$ cat src/rtl/trng_seed_packer.sv
// trng_seed_packer: read side of the TRNG byte FIFO. Pops entropy bytes one
// at a time (registered FIFO read port, data valid the cycle after a pop) and
// packs WORD_BYTES of them, first byte least significant, into a seed word
// offered on a valid/ready handshake.
// Optional build macro SEED_STUCK_CHECK_EN: discard any word whose bytes are
// all identical and pulse stuck_err instead of delivering it.
module trng_seed_packer #(
  parameter int DATA_WIDTH = 8,
  parameter int WORD_BYTES = 8
) (
  input  logic                             clk,
  input  logic                             reset_n,
  input  logic                             enable,
  input  logic                             fifo_empty,
  output logic                             fifo_rd_en,
  input  logic [DATA_WIDTH-1:0]            fifo_data,
  output logic                             seed_valid,
  input  logic                             seed_ready,
  output logic [DATA_WIDTH*WORD_BYTES-1:0] seed_data,
  output logic                             busy,
  output logic                             stuck_err
);

  localparam int SEED_W = DATA_WIDTH * WORD_BYTES;
  localparam int CNT_W  = $clog2(WORD_BYTES);
  localparam logic [CNT_W-1:0] LAST_CNT = CNT_W'(WORD_BYTES - 1);

  typedef enum logic [1:0] {
    IDLE = 2'd0,
    REQ  = 2'd1,
    CAP  = 2'd2,
    OUT  = 2'd3
  } state_t;

  state_t            state_r;
  state_t            state_next_s;
  logic [CNT_W-1:0]  byte_cnt_r;
  logic [SEED_W-1:0] shadow_r;
  logic [SEED_W-1:0] capture_word_s;
  logic [SEED_W-1:0] seed_data_r;
  logic              seed_valid_r;
  logic              stuck_err_r;
  logic              last_byte_s;
  logic              word_stuck_s;

`ifdef SEED_STUCK_CHECK_EN
  // True when every byte lane of the word equals lane 0.
  function automatic logic all_lanes_equal(input logic [SEED_W-1:0] word);
    logic same;
    same = 1'b1;
    for (int i = 1; i < WORD_BYTES; i++) begin
      same = same & (word[i*DATA_WIDTH +: DATA_WIDTH] == word[DATA_WIDTH-1:0]);
    end
    return same;
  endfunction
`endif

  // Shadow word with the byte arriving this cycle merged into lane byte_cnt.
  always_comb begin
    capture_word_s = shadow_r;
    capture_word_s[byte_cnt_r*DATA_WIDTH +: DATA_WIDTH] = fifo_data;
  end

  assign last_byte_s = (byte_cnt_r == LAST_CNT);

`ifdef SEED_STUCK_CHECK_EN
  assign word_stuck_s = all_lanes_equal(capture_word_s);
`else
  assign word_stuck_s = 1'b0;
`endif

  // Next-state decode and the combinational pop request.
  always_comb begin
    state_next_s = state_r;
    fifo_rd_en   = 1'b0;
    case (state_r)
      IDLE: begin
        if (enable) state_next_s = REQ;
        else        state_next_s = IDLE;
      end
      REQ: begin
        fifo_rd_en = ~fifo_empty;
        if (!fifo_empty) state_next_s = CAP;
        else             state_next_s = REQ;
      end
      CAP: begin
        // A stuck word restarts collection instead of being offered.
        if (last_byte_s && !word_stuck_s) state_next_s = OUT;
        else                              state_next_s = REQ;
      end
      OUT: begin
        // seed_valid is always high in OUT, so seed_ready alone completes it.
        if (seed_ready) begin
          if (enable) state_next_s = REQ;
          else        state_next_s = IDLE;
        end else begin
          state_next_s = OUT;
        end
      end
      default: state_next_s = IDLE;
    endcase
  end

  // FSM state register.
  always_ff @(posedge clk or negedge reset_n) begin
    if (!reset_n) state_r <= IDLE;
    else          state_r <= state_next_s;
  end

  // Byte capture, word load and handshake bookkeeping.
  always_ff @(posedge clk or negedge reset_n) begin
    if (!reset_n) begin
      byte_cnt_r   <= {CNT_W{1'b0}};
      shadow_r     <= {SEED_W{1'b0}};
      seed_data_r  <= {SEED_W{1'b0}};
      seed_valid_r <= 1'b0;
      stuck_err_r  <= 1'b0;
    end else begin
      stuck_err_r <= 1'b0;
      case (state_r)
        CAP: begin
          shadow_r <= capture_word_s;
          if (last_byte_s) begin
            byte_cnt_r <= {CNT_W{1'b0}};
            if (word_stuck_s) begin
              stuck_err_r <= 1'b1;
            end else begin
              seed_data_r  <= capture_word_s;
              seed_valid_r <= 1'b1;
            end
          end else begin
            byte_cnt_r <= byte_cnt_r + CNT_W'(1);
          end
        end
        OUT: begin
          if (seed_ready) seed_valid_r <= 1'b0;
          else            seed_valid_r <= seed_valid_r;
        end
        default: begin
          seed_valid_r <= seed_valid_r;
        end
      endcase
    end
  end

  assign seed_data  = seed_data_r;
  assign seed_valid = seed_valid_r;
  assign stuck_err  = stuck_err_r;
  assign busy       = (state_r != IDLE);

endmodule

$ cat config.mk
export PLATFORM = sky130hd
export DESIGN_NAME = trng_seed_packer
export DESIGN_NICKNAME = d
export VERILOG_FILES = /design/src/rtl/trng_seed_packer.sv
export SDC_FILE = /design/constraint.sdc
export NUM_CORES = 1
export LEC_CHECK = 0
export ABC_CLOCK_PERIOD_IN_PS = 3520
export CAP_MARGIN = 30
export CORE_MARGIN = 2
export CORE_UTILIZATION = 50
export DETAILED_ROUTE_END_ITERATION = 16
export PLACE_DENSITY_LB_ADDON = 0.15
export SLEW_MARGIN = 5
export SYNTH_ARGS = -nofsm -noshare
export SYNTH_HDL_FRONTEND = slang
export SYNTH_SLANG_ARGS = --single-unit
$ cat constraint.sdc
create_clock -name clk -period 3.52 [get_ports clk]
set_input_delay 1.056 -clock clk [delete_from_list [all_inputs] [get_ports clk]]
set_output_delay 1.056 -clock clk [all_outputs]
set_load 0.03 [all_outputs]
==> results by group <==
Synthesis
  • Synth Area per Inst: approximately 11 um^2
  • Netlist cell types: 39
  • #FFs+latches synth: 134
  • Synthesized net count: 565
  • EDFF count, synth: 0
  • Async S/R FF share, synth: 100%
  • Post-synthesis instance area: between 6000 and 7000 um^2
  • Ys flop type: dfrtp_1
  • Mapped Cells: 547
  • Ys Warns: 0
  • Sequential fraction of the synthesis area: 54.2%

Timing
  • RSZ-0062 raised after global routing: false
  • Max Fclk: 289 MHz
  • Setup_tns: 0 ns
  • Period utilisation layout: ~98%
  • Count of final max-slew check failures: 0
  • Hold Fails Final Rpt: 0
  • Minimum clock period: 3.46 ns
  • Final setup viols: 0
  • Final worst slack: 0.0604 ns
  • Slew margin rel.: 47.9%
  • Slew @ Worst Pin: 0.779 ns
  • Worst Skew: between 0.004 and 0.005 ns

Route
  • Average vias per placed instance: roughly 5.6
  • Residual DRC: 0
  • Antenna Violating Nets Remaining: 0
  • Detailed Route Iter0 Violations: 331
  • DR WL/cell: between 15 and 20 um
  • Drt pass-1 iters: 5
  • Via count: 4,465
  • Routed Wire Length: 14,200 um

Placement
  • Placed insts: 759
  • Gpl congestion: 0.801
  • DP Wirelength: 9410 um
  • Place WS: roughly 0.062 ns
  • # port buffers: 79
  • Placed cell areas: 7120 um^2

Critical path
  • CP Class: in -> out
  • Critical Path AT: 2.40 ns
  • Cell mode on critical path: clkdlybuf4s50_1
  • Crit. End Element: primary output
  • Critical-path maximum fanout: 3
  • CP startpoint: fifo_empty
  • Worst setup SP type: primary input
  • Slowest stage cell, crit path: clkdlybuf4s50_1
  • Critical Path RT: 2.46 ns
  • Worst path bufs/invs: 2
  • CP max stage delay: 0.70 ns
  • Sequence of cells on the critical path: clkdlybuf4s50_1 -> nor3b_1 -> clkdlybuf4s50_1
  • Worst path top cell family by delay: buffers and inverters
  • R2R Path Start: byte_cnt_r[1]

Finish
  • P&R area growth vs syn: 25.4%
  • Register area: about 3400 um^2
  • # diodes: 0
  • Post-route insts no fill: 792
  • Final core occ: 64.3%
  • Layout cell share with drive strength beyond 1: 19.9%
  • Fillers: 941
  • Nets@finish: 629
  • Area of the multi-input gates: 2640 um^2
  • Post-Layout Inst Area: ~7800 um^2

Global routing
  • First-pass GRT wire length: 23,400 um
  • All-layer global routing usage: 23.1%
  • Global route total overflow: 0
  • Pin count of the biggest net entering global routing: 73
  • Initial antenna violation count: 0
  • Vias in the first global route: 4,433

Floorplan
  • Chip Height: 115 um
  • I/O pin count: 81
  • Die ar.: 13,300 um^2
  • Initial Utilization: 51.3%
  • Core area: 12,100 um^2
  • DIE WIDTH: 115 um
  • Row Count: 40

Pwr
  • Combinational Power Share: 45.1%
  • Leakage power: 3.33 nW
  • Cell area power density: 1040 nW/um^2
  • Worst VDD drop: 0.000480 V
  • Seq pwr share: approximately 32%
  • Clock share of power: between 20% and 30%
  • Switch share: 39.6%
  • Pint: between 0.004 and 0.005 W
  • Switching pwr: ~0.0032 W

Clock network
  • Num CTS Buffers: 17
  • CTS sink count: 134
  • # Post-CTS Setup Buffers: 0
  • Cts repair resizes: 0
  • CTS Hold Buffers Added: 0
  • Clk root buf: clkbuf_16
  • Clock transition at path regs: about 0.060 ns
  • CTS H-tree depth: 4
  • CTS tree: built
  • Clock Tree Buf Depth: 2
  • Skew-Pair Late Insertion Delay: 0.41 ns

Outcome
  • Status: finished, final reports clean

Hold path
  • Worst hold path class: reg -> reg
  • Worst Hold Launch: seed_data[56]

Flow run
  • Max-Cap Viols: 0
-- cell usage in the layout (no fill, tap or decap), types with 2 or more instances in the layout --
| cell | Yosys | routed |
|---|---|---|
| o21ai_0 | 42 | 42 |
| nand2_1 | 41 | 41 |
| o31ai_1 | 24 | 24 |
| clkinv_2 | 0 | 4 |
| nor4bb_2 | 0 | 2 |
| buf_4 | 1 | 15 |
| nand2b_1 | 5 | 5 |
| clkbuf_1 | 37 | 2 |
| mux2_2 | 58 | 58 |
| nor4_4 | 3 | 3 |
| clkinvlp_4 | 0 | 2 |
| nor2b_1 | 4 | 4 |
| clkbuf_16 | 0 | 17 |
| inv_1 | 3 | 3 |
| nor2_1 | 36 | 35 |
| and3b_1 | 4 | 4 |
| mux2i_1 | 33 | 33 |
| or2_2 | 3 | 3 |
| clkinv_4 | 0 | 3 |
| dfrtp_1 | 134 | 134 |
| a31oi_1 | 32 | 32 |
| a21oi_1 | 16 | 16 |
| and2_1 | 13 | 13 |
| mux2_4 | 8 | 8 |
| nand4_1 | 16 | 16 |
| clkdlybuf4s50_1 | 0 | 78 |
| ha_1 | 5 | 5 |
| bufinv_16 | 0 | 4 |
-- routing by layer --
layer  GRT usage, %  vias up  wire [um]
li1               -     2107          -
met1           32.9     2191       6840
met2           34.6      143       6410
met3           6.11       24        751
met4           7.79        0        224
met5              0        -          0
-- final timing paths --
path | depth (start not counted) | endpoint | slack [ns]
min in group asynchronous | 1 | seed_data[60] | 0.62
min | 2 | seed_data[56] | 0.48
max in group asynchronous | 2 | seed_data[36] | 2.12
min reg2reg | 2 | seed_data[56] | 0.48
max | 3 | fifo_rd_en | 0.06
max reg2reg | 6 | shadow_r[4] | 0.55
-- Yosys cell counts (all sizes together) (3+ instances only) --
library cell  number  share of area [%]
dfrtp            134                 54
mux2              66                 13
o21ai             42                3.4
nand2             41                2.5
clkbuf            37                2.2
nor2              36                2.2
mux2i             33                5.3
a31oi             32                3.2
o31ai             24                2.9
a21oi             16                1.3
nand4             16                1.6
and2              13                1.3
buf               13                1.2
ha                 5                1.0
nand2b             5               0.51
and3b              4               0.57
nor2b              4               0.40
nor4               4                1.1
inv                3               0.18
nor4bb             3               0.49
or2                3               0.30
-- stage by stage --
| step | hold slack [ns] | power [W] |
|---|---|---|
| 2_1_floorplan | 0.475 | 0.00493 |
| 3_3_place_gp | 0.464 | 0.00611 |
| 3_5_place_dp | 0.472 | 0.00621 |
| 4_1_cts | 0.485 | 0.00807 |
| 5_1_grt | 0.509 | 0.00853 |
| 6_report | 0.477 | 0.00805 |
-- sequential cells by signal, summed over array words and instances (netlist names) --
signal and count:
byte_cnt_r 3, seed_data 64, seed_valid 1, shadow_r 64
state_r 2
-- layout make-up --
class / instances / share of cell area (%)
flip-flops and latches: 134 / 43.2
multi-input cells: 360 / 34.0
repair buffers: 95 / 12.0
clock buffers: 19 / 5.58
well taps: 168 / 2.71
clock inverters: 13 / 2.34
inverters: 3 / 0.145
-- logic make-up after synthesis --
group / synth area share, %
AND/OR/NAND/NOR: 12.0
buffers and inverters: 3.58
other: 0.0606
flip-flops: 54.2
AO/OA/AOI/OAI: 11.2
adder cells (fa/ha/maj): 1.01
multiplexers: 17.8
-- power groups by stage --
stage	registers (W)	clock network, W	logic (W)
3_5_place_dp	0.00261	0	0.00360
4_1_cts	0.00258	0.00187	0.00362
2_1_floorplan	0.00315	0	0.00177
6_report	0.00258	0.00183	0.00363
5_1_grt	0.00268	0.00194	0.00392
3_3_place_gp	0.00257	0	0.00354
-- tightest hold or removal path, stage by stage, from the launching register on --
cell	delay [ns]
dfrtp_1	0.34
nand2_1	0.05
o21ai_0	0.06
(Power assumes the default switching activity.)
